==> config.mk <==
export PLATFORM = sky130hd
export DESIGN_NAME = mem_port_arbiter
export DESIGN_NICKNAME = d
export VERILOG_FILES = /design/src/rtl/mem_arb_pkg.sv /design/src/rtl/arb2_rr.sv /design/src/rtl/mem_port_arbiter.sv
export SDC_FILE = /design/constraint.sdc
export NUM_CORES = 1
export LEC_CHECK = 0
export CORE_AREA = 2 2 103 105
export CTS_CLUSTER_DIAMETER = 200
export DETAILED_ROUTE_END_ITERATION = 6
export DIE_AREA = 0 0 105 107
export PLACE_DENSITY_LB_ADDON = 0.08
export REMOVE_ABC_BUFFERS = 1
export SYNTH_ARGS = -nofsm -noshare
export SYNTH_HDL_FRONTEND = slang
export SYNTH_SLANG_ARGS = --single-unit
==> constraint.sdc <==
create_clock -name clk -period 1.4 [get_ports clk]
set_input_delay 0.28 -clock clk [delete_from_list [all_inputs] [get_ports clk]]
set_output_delay 0.28 -clock clk [all_outputs]
set_load 0.01 [all_outputs]
==> src/rtl/mem_arb_pkg.sv <==
// mem_arb_pkg: owner/pointer encodings and default widths shared by the memory port arbiter
package mem_arb_pkg;
  typedef enum logic [1:0] {OWN_NONE = 2'b00, OWN_IF = 2'b01, OWN_D = 2'b10} owner_e;
  typedef enum logic {LAST_IF = 1'b0, LAST_D = 1'b1} last_e;
  localparam int DEF_ADDR_W = 32;
  localparam int DEF_DATA_W = 32;
endpackage

==> src/rtl/arb2_rr.sv <==
// arb2_rr: two-input grant generator, fetch vs data
// MEM_ARB_RR_EN selects round-robin on conflicts; otherwise data always beats fetch
module arb2_rr
  import mem_arb_pkg::*;
(
`ifdef MEM_ARB_RR_EN
  input  logic clk,
  input  logic rst,
`endif
  input  logic i_req_if,
  input  logic i_req_d,
  output logic o_gnt_if,
  output logic o_gnt_d
);
`ifdef MEM_ARB_RR_EN
  last_e r_last;
  logic  w_conflict;
  assign w_conflict = i_req_if & i_req_d;
  // pointer remembers the conflict winner and moves only when both requested
  always_ff @(posedge clk) begin
    if (rst) r_last <= LAST_IF;
    else if (w_conflict) r_last <= (r_last == LAST_IF) ? LAST_D : LAST_IF;
  end
  always_comb begin
    o_gnt_d  = i_req_d & (~i_req_if | (r_last == LAST_IF));
    o_gnt_if = i_req_if & ~o_gnt_d;
  end
`else
  always_comb begin
    o_gnt_d  = i_req_d;
    o_gnt_if = i_req_if & ~i_req_d;
  end
`endif
endmodule

==> src/rtl/mem_port_arbiter.sv <==
// mem_port_arbiter: shares one synchronous-read memory between fetch and load/store ports
// Define MEM_ARB_RR_EN for round-robin conflict resolution (default: data over fetch)
module mem_port_arbiter
  import mem_arb_pkg::*;
#(
  parameter int ADDR_W = DEF_ADDR_W,
  parameter int DATA_W = DEF_DATA_W
) (
  input  logic              clk,
  input  logic              RESET,
  input  logic              if_req,
  input  logic [ADDR_W-1:0] if_addr,
  output logic              if_gnt,
  output logic              if_rvalid,
  output logic [DATA_W-1:0] if_rdata,
  input  logic              d_req,
  input  logic              d_we,
  input  logic [ADDR_W-1:0] d_addr,
  input  logic [DATA_W-1:0] d_wdata,
  output logic              d_gnt,
  output logic              d_rvalid,
  output logic [DATA_W-1:0] d_rdata,
  output logic              mem_en,
  output logic              mem_we,
  output logic [ADDR_W-1:0] mem_addr,
  output logic [DATA_W-1:0] mem_wdata,
  input  logic [DATA_W-1:0] mem_rdata,
  output logic              stall
);
  owner_e r_owner;
  owner_e w_owner_nxt;
  logic   w_if_req;
  logic   w_d_req;
  assign w_if_req = if_req & ~RESET;
  assign w_d_req  = d_req & ~RESET;
  arb2_rr u_arb (
`ifdef MEM_ARB_RR_EN
    .clk      (clk),
    .rst      (RESET),
`endif
    .i_req_if (w_if_req),
    .i_req_d  (w_d_req),
    .o_gnt_if (if_gnt),
    .o_gnt_d  (d_gnt)
  );
  always_comb begin
    mem_en    = if_gnt | d_gnt;
    mem_we    = d_gnt & d_we;
    mem_addr  = d_gnt ? d_addr : if_gnt ? if_addr : '0;
    mem_wdata = d_gnt ? d_wdata : '0;
    stall     = (w_if_req & ~if_gnt) | (w_d_req & ~d_gnt);
  end
  always_ff @(posedge clk) begin
    if (RESET) r_owner <= OWN_NONE;
    else r_owner <= w_owner_nxt;
  end
  // stores complete at grant, so only reads claim the returning data
  always_comb begin
    w_owner_nxt = if_gnt ? OWN_IF : (d_gnt & ~d_we) ? OWN_D : OWN_NONE;
  end
  // a read granted just before reset must not surface while RESET is high
  always_comb begin
    if_rvalid = ~RESET & (r_owner == OWN_IF);
    d_rvalid  = ~RESET & (r_owner == OWN_D);
    if_rdata  = if_rvalid ? mem_rdata : '0;
    d_rdata   = d_rvalid ? mem_rdata : '0;
  end
endmodule

# After elaboration in Yosys (flattened, before gate mapping)
# Cells that the tools add are included.
# word_totals
word_cells	25
output_inout_bits	135
reg_bits	2
inputBits	133
# op_classes
muxes	7
bitwise	13
n_reduce_logical	1
n_eq_ne	2
# ops
cell	count
2-to-1 mux 32 bit	5
AND 1 bit	8
inverter 1 bit	4
equality test 2 x 1 -> 1 bit (second input constant)	1
equality test 2 bit (second input constant)	1
2-to-1 mux 2 bit	1
OR reduction 2 bit	1
2-to-1 mux 1 bit	1
OR 1 bit	1

# Longest topological paths before layout
# Gate-level depths: netlist of run 1.
# logic_depth
ltp_word	6
mapped_depth	5
depth_no_buf	2

# Cells and area by module
# Synthesis of run 1 repeated with hierarchy kept, for this count alone.
# unflattened
cells_unflattened	199
hier_area_um2	1226.2
# by_module_without_submodules
mod	instances	area_per_inst_um2	seq_area_each_um2	cells_per_inst
mem_port_arbiter	1	1204.9	40.0	197
arb2_rr	1	21.3	0.0	2

# Worst setup path after synthesis of run 1
# OpenSTA, ideal clock, no wires.
# synth_path
kind	input-to-output
start	input port RESET
end	output port mem_addr[10]
path_buffers	3
arrival_ps	1000
path_stages	5
slack_ps	120
required_time_ps	1120
path_cell_list	buf_4 > nor2b_4 > buf_6 > buf_6 > a32o_1
# synth_between
elab_chain_cells	6
elab_cells_between_ends	7
classes_between	mux: 2; bitwise: 5
# synth_lines
item	line_no	rtl
from (decl)	mem_port_arbiter.sv:10	input logic RESET,
inverter 1 bit *	mem_port_arbiter.sv:34, mem_port_arbiter.sv:35	
AND 1 bit	mem_port_arbiter.sv:35	assign w_d_req = d_req & ~RESET;
inverter 1 bit	-	
AND 1 bit	arb2_rr.sv:31	o_gnt_if = i_req_if & ~i_req_d;
2-to-1 mux 32 bit	mem_port_arbiter.sv:49	mem_addr = d_gnt ? d_addr : if_gnt ? if_addr : '0;
2-to-1 mux 32 bit *	mem_port_arbiter.sv:49	
to (decl)	mem_port_arbiter.sv:25	output logic [ADDR_W-1:0] mem_addr,
# Mark *: on every way between the ends. The rest lies on a longest branch, timed or not.

# Worst setup path in the final report of run 1
# layout_path
start	register r_owner[1]
end	output port d_rdata[10]
# layout_between
elab_chain_cells	3
# layout_lines
item	line_no	rtl
from (decl)	mem_port_arbiter.sv:30	owner_e r_owner;
from (signal assigned)	mem_port_arbiter.sv:55	else r_owner <= w_owner_nxt;
equality test 2 bit	mem_port_arbiter.sv:64	d_rvalid = ~RESET & (r_owner == OWN_D);
AND 1 bit	mem_port_arbiter.sv:64	
2-to-1 mux 32 bit	mem_port_arbiter.sv:66	d_rdata = d_rvalid ? mem_rdata : '0;
to (decl)	mem_port_arbiter.sv:22	output logic [DATA_W-1:0] d_rdata,
# Every way passes these cells.

==> key figures, run 1 <==
Global routing
  – First-pass GRT wire length: between 10 and 15 mm
  – Initial antenna violation count: 0
  – Vias in the first global route: ~2600
  – GRT overflow: 0
  – Total track usage: 16.9%
  – Largest net degree at the start of global routing: 16

Placement
  – Dpl hpwl: 7.92 mm
  – IO Port Bufs: 267
  – GP Congestion: 0.772
  – Pre-CTS WS: -895 ps
  – Placed Area: 4190 sq um

Cells and area
  – Synth-to-layout area growth: 310%
  – ANT cells: 0
  – Commonest cells after routing, fill and taps aside: 129 x clkdlybuf4s50_1, 102 x buf_6, 58 x buf_2
  – Layout Nets: 619
  – Biggest register: r_owner
  – Final Instance Area: 4870 sq um
  – Max FFs per register: 2
  – Top Registers: r_owner x2
  – Fraction of layout cells with a size suffix above 1: 57.0%
  – Final Util: 48.3%
  – Most common cell after layout, fill and taps aside: clkdlybuf4s50_1

Worst setup path
  – Critical-path cell list: nor3b_4 > buf_6 > buf_16 > buf_8 > buf_8 > and2_4 > buf_6
  – Max FO, Critical Path: 5
  – Slowest cell on the critical path: dfxtp_2
  – Crit. End Element: primary output
  – CP max stage delay: 350 ps
  – Crit path DAT: around 1500 ps
  – Startpoint Class: flip-flop
  – WP depth: 7
  – WP data required: 1120 ps
  – Crit Path Class: reg -> out
  – Worst path bufs/invs: 5
  – CP top delay family: buffers and inverters

Power and ir drop
  – P_leak: 0.00232 uW
  – Switching share of power: 28.7%
  – Peak VDD IR: 176 uV
  – Internal power component: 1070 uW
  – Register share of total power: 4.1%
  – Sw Pwr: ~430 uW
  – Pwr dens: 308 nW/um^2
  – Combinational share of power: 81.2%
  – Clock share of power: 14.7%
  – Power Total: 1500 uW

STA
  – RSZ-0062 raised after global routing: true
  – Fin crit share: 124%
  – Final critical-path required period: 1740 ps
  – Hold_ws: 617 ps
  – Worst slew pin tran: 235 ps
  – Worst rel slew slack: a little over four fifths
  – Final Max Slew Viols: 0
  – Fmax achieved: 576 MHz
  – Setup slack after layout: -335 ps
  – Final hold violation count: 0
  – Final Setup Violations: 125

Logic synthesis
  – Post-synthesis sequential area ratio: 3.37%
  – Post-synthesis cell area: 1190 sq um
  – Synth unique cells: 14
  – Cells after synthesis: between 150 and 200
  – YS warnings: 0
  – #FFs+latches synth: 2
  – Syn Area/Cell: 7.12 sq um

Routing
  – DR WL/cell: 17.2 um
  – Via density per instance: ~4.2
  – Drt first-iter violations: 46
  – # DRC: 0
  – Detailed Route WL: 10.7 mm
  – Post-route ant nets: 0
  – Via count: 2581
  – Drt pass-1 iters: 4

Run
  – Max-cap violations: 0

CTS
  – H-tree depth: 1
  – Hold Buf Count CTS: 0
  – Clock Tree Buf Depth: 2
  – Root buffer cell: clkbuf_8
  – CTS clk-pin slew, worst paths: 30 ps
  – Num CTS Buffers: 3
  – CTS tree: done
  – Clock sinks: 2

Die
  – Initial core utilization: 11.8%
  – Die ar.: around 11000 sq um
  – Die W: 105 um
  – Cell Rows: 37
  – Std-Cell Core Area: just over 10000 sq um
  – Die extent in y: ~110 um
  – Top Ports: 268

Run status
  – Failing checks: setup timing
  – Status: finished, violations left

Worst hold path
  – Hold WC Path Type: in -> reg
  – Worst Hold Depth: 4
[power by group through the flow]
stage	sequential (uW)	combinational (uW)	clock, uW
2_1_floorplan	62.3	220	0
3_3_place_gp	62.3	996	0
3_5_place_dp	62.3	997	0
4_1_cts	63.1	1160	227
5_1_grt	62.5	1290	235
6_report	62.1	1220	221
[Yosys cell counts]
cell / instances / area (sq um)
nor3b_2: 2 / 25.0
dfxtp_1: 2 / 40.0
buf_6: 3 / 33.8
nor2b_4: 1 / 13.8
clkbuf_1: 3 / 11.3
a32o_1: 32 / 320
nor2_1: 8 / 30.0
nor2b_1: 1 / 6.26
nor2_4: 1 / 11.3
nand2b_1: 5 / 31.3
clkbuf_2: 3 / 15.0
and2_1: 94 / 588
buf_4: 1 / 7.51
buf_2: 11 / 55.1
[cell type report]
class / instances / area (sq um)
Timing Repair Buffer: 335 / 3420
Sequential cell: 2 / 45.0
Multi-Input combinational cell: 144 / 1200
Fill cell: 1031 / 5220
Tap cell: 136 / 170
Clock buffer: 3 / 41.3
[metrics by stage]
stage               setup TNS [ps]  std cells
global placement           -111660        573
detailed placement         -111280        573
global route                -26790        620
floorplan                   -22350        146
CTS                         -30570        616
finish                      -20120        620
[repair_timing]
action	4_1_cts	5_1_grt
pin swaps	42	35
setup endpoints to repair	135	132
setup buffers	31	11
gates resized for setup	593	154
cloned	10	2
[path summary, 6_finish.rpt]
check / startpoint / end / slack, ps
min: if_req / r_owner[0] / 620
max: r_owner[1] / d_rdata[10] / -340
[cell families (layout without fill, tap and decap cells)]
| family | Yosys count | after routing | synth area share, % |
|---|---|---|---|
| flops | 2 | 2 | 3.37 |
| simple gates | 112 | 112 | 59.4 |
| compound gates | 32 | 32 | 26.9 |
| buf+inv | 21 | 338 | 10.3 |
[layer usage]
metal / up-vias / share of wire (%) / track usage, %
met2: 160 / 55 / 34.7
met1: 1194 / 32 / 15.4
met5: - / 0 / 0
li1: 1221 / - / -
met4: 0 / 1.2 / 3.05
met3: 6 / 12 / 7.11
No activity file was read; power rests on OpenSTA's default activity.
==> inputs of run 2 (changes only) <==
--- a/config.mk
+++ b/config.mk
@@ -9,6 +9,7 @@
 export CTS_CLUSTER_DIAMETER = 200
 export DETAILED_ROUTE_END_ITERATION = 6
 export DIE_AREA = 0 0 105 107
+export GPL_TIMING_DRIVEN = 0
 export PLACE_DENSITY_LB_ADDON = 0.08
 export REMOVE_ABC_BUFFERS = 1
 export SYNTH_ARGS = -nofsm -noshare
==> run 2 against run 1 <==
Net effect: via count decreased by 4.9%; total power down 16%; first-iteration DRC count grew 4.3%; the flow still finishes with violations (setup timing); final cell count decreased by 5.8%; wire length shrank 1.5%; largest power group unchanged; maximum frequency rose by 8.1%; highest routed layer unchanged; die area did not move.
==> key figures, run 2 (same netlist as run 1, synthesis figures left out) <==
Run status
  – Status: finished, violations left
  – Failing checks: setup timing

STA
  – Setup slack after layout: -206 ps (+130 ps)
  – RSZ-0062 raised after global routing: true
  – Worst slew pin tran: 199 ps (-35.4 ps)
  – Final critical-path required period: 1610 ps (-130 ps)
  – Fmax achieved: 623 MHz (+8.1%)
  – Fin crit share: 115% (-9.3 points)
  – Final Setup Violations: 62 (-50%)
  – Final Max Slew Viols: 0 (unchanged)
  – Worst rel slew slack: 86.7% (+2.4 points)
  – Hold_ws: 405 ps (-211 ps)
  – Final hold violation count: 0 (unchanged)

Placement
  – Placed Cells: 549 (-4.2%)
  – GP Congestion: 0.769 (-0.36%)
  – Placed Area: 3910 sq um (-6.6%)
  – Dpl hpwl: 7.46 mm (-5.9%)
  – IO Port Bufs: 267 (unchanged)
  – Pre-CTS WS: -1800 ps (-907 ps)

Cells and area
  – Layout Nets: 583 (-5.8%)
  – Most common cell after layout, fill and taps aside: clkdlybuf4s50_1
  – Fraction of layout cells with a size suffix above 1: 51.8% (-5.2 points)
  – Final Instance Area: 4300 sq um (-12%)
  – Synth-to-layout area growth: 262%
  – Post-route insts no fill: 584 (-5.8%)
  – Biggest register: r_owner
  – Top Registers: r_owner x2
  – Final Util: 42.6% (-5.7 points)
  – Max FFs per register: 2 (unchanged)
  – Commonest cells after routing, fill and taps aside: 128 x clkdlybuf4s50_1, 72 x buf_6, 54 x and2_4
  – ANT cells: 0 (unchanged)

Global routing
  – Largest net degree at the start of global routing: 37 (+21)
  – GRT overflow: 0 (unchanged)
  – Initial antenna violation count: 0 (unchanged)
  – Total track usage: 16.8% (-0.14 points)
  – First-pass GRT wire length: 14.6 mm (-1.5%)
  – Vias in the first global route: 2500 (-4.4%)

Worst setup path
  – Crit path DAT: 1330 ps (-130 ps)
  – Crit. End Element: primary output
  – Max FO, Critical Path: 7 (+2)
  – Startpoint Class: flip-flop
  – Crit path from: r_owner[0]
  – Crit Path Class: reg -> out
  – Timing endpoint of the critical path: if_rdata[23]
  – WP data required: 1120 ps (about the same)

Die
  – Die ar.: 11200 sq um (unchanged)
  – Cell Rows: 37 (unchanged)
  – Std-Cell Core Area: 10100 sq um (unchanged)
  – Top Ports: 268 (unchanged)
  – Die extent in y: 107 um (unchanged)
  – Initial core utilization: 11.8% (unchanged)
  – Die W: 105 um (unchanged)

Power and ir drop
  – P_leak: 0.00198 uW (-15%)
  – Pwr dens: 295 nW/um^2 (-4.4%)
  – Peak VDD IR: 200 uV (+14%)

Routing
  – DR WL/cell: 18.0 um (+4.6%)
  – Drt first-iter violations: 48 (+4.3%)
  – Via density per instance: 4.20 (+0.94%)
  – Via count: 2454 (-4.9%)
  – Detailed Route WL: 10.5 mm (-1.5%)
  – # DRC: 0 (unchanged)
  – Drt pass-1 iters: 4 (unchanged)
  – Post-route ant nets: 0 (unchanged)

CTS
  – Clock Tree Buf Depth: 2 (unchanged)
  – Root buffer cell: clkbuf_8
  – Hold Buf Count CTS: 0 (unchanged)
  – CTS clk-pin slew, worst paths: 30 ps (about the same)
  – CTS tree: done
  – Clock sinks: 2 (unchanged)
  – H-tree depth: 1 (unchanged)
  – Num CTS Buffers: 3 (unchanged)

Worst hold path
  – Hold WC Path Type: in -> reg

Run
  – Max-cap violations: 0 (unchanged)
## run 2: changes by cell type in the layout (fill, tap and decap cells not counted), sizes merged
cell | previous run | this run
nor2 | 9 | 10
clkdlybuf4s15 | 2 | 7
nor3b | 2 | 4
dlygate4sd2 | 0 | 1
clkbuf | 5 | 35
clkdlybuf4s50 | 129 | 128
bufbuf | 1 | 0
buf | 201 | 124
nor2b | 2 | 5
dlymetal6s2s | 0 | 1
## run 2: layout make-up
class / count / area [sq um]
Timing Repair Buffer: 293 / 2770
Fill cell: 1023 / 5790
Sequential cell: 2 / 47.5
Tap cell: 136 / 170
Clock buffer: 3 / 41.3
Multi-Input combinational cell: 150 / 1270
## run 2: worst min path at each step
| stage | start | to | slack [ps] | cells past startpoint |
|---|---|---|---|---|
| detailed placement | d_we | r_owner[1] | 860 | 2 |
| CTS | if_req | r_owner[0] | 400 | 2 |
| global route | if_req | r_owner[0] | 430 | 2 |
| floorplan | d_we | r_owner[1] | 350 | 1 |
| global placement | d_we | r_owner[1] | 860 | 2 |
| finish | if_req | r_owner[0] | 410 | 2 |
## run 2: timing repair
action	CTS	global route
gates resized for setup	525	151
gates cloned	7	1
pin swaps	44	16
setup endpoints to repair	137	100
setup buffers	24	2
## run 2: critical path, cell delays in order, from the launching register on
cell and delay, ps:
dfxtp_4 390, nor3b_4 250, buf_6 160, buf_6 100
and2_4 130, buf_6 90
## run 2: through the flow
stage	power, uW	setup TNS (ps)
floorplan	283	-22350
CTS	1250	-10200
global placement	974	-225090
finish	1270	-9320
detailed placement	978	-226150
global route	1340	-12350
## run 2: routing by layer
metal	track usage, %	vias up	wire length (um)
met5	0	-	0
met1	15.4	1124	3380
met3	7.66	8	1320
li1	-	1156	-
met2	33.9	166	5680
met4	2.76	0	125
## run 2: report_power, final
part	total, uW	switching (uW)	internal, uW
logic	976	351	624
clock network	228	46.2	182
registers	64.5	6.67	57.8
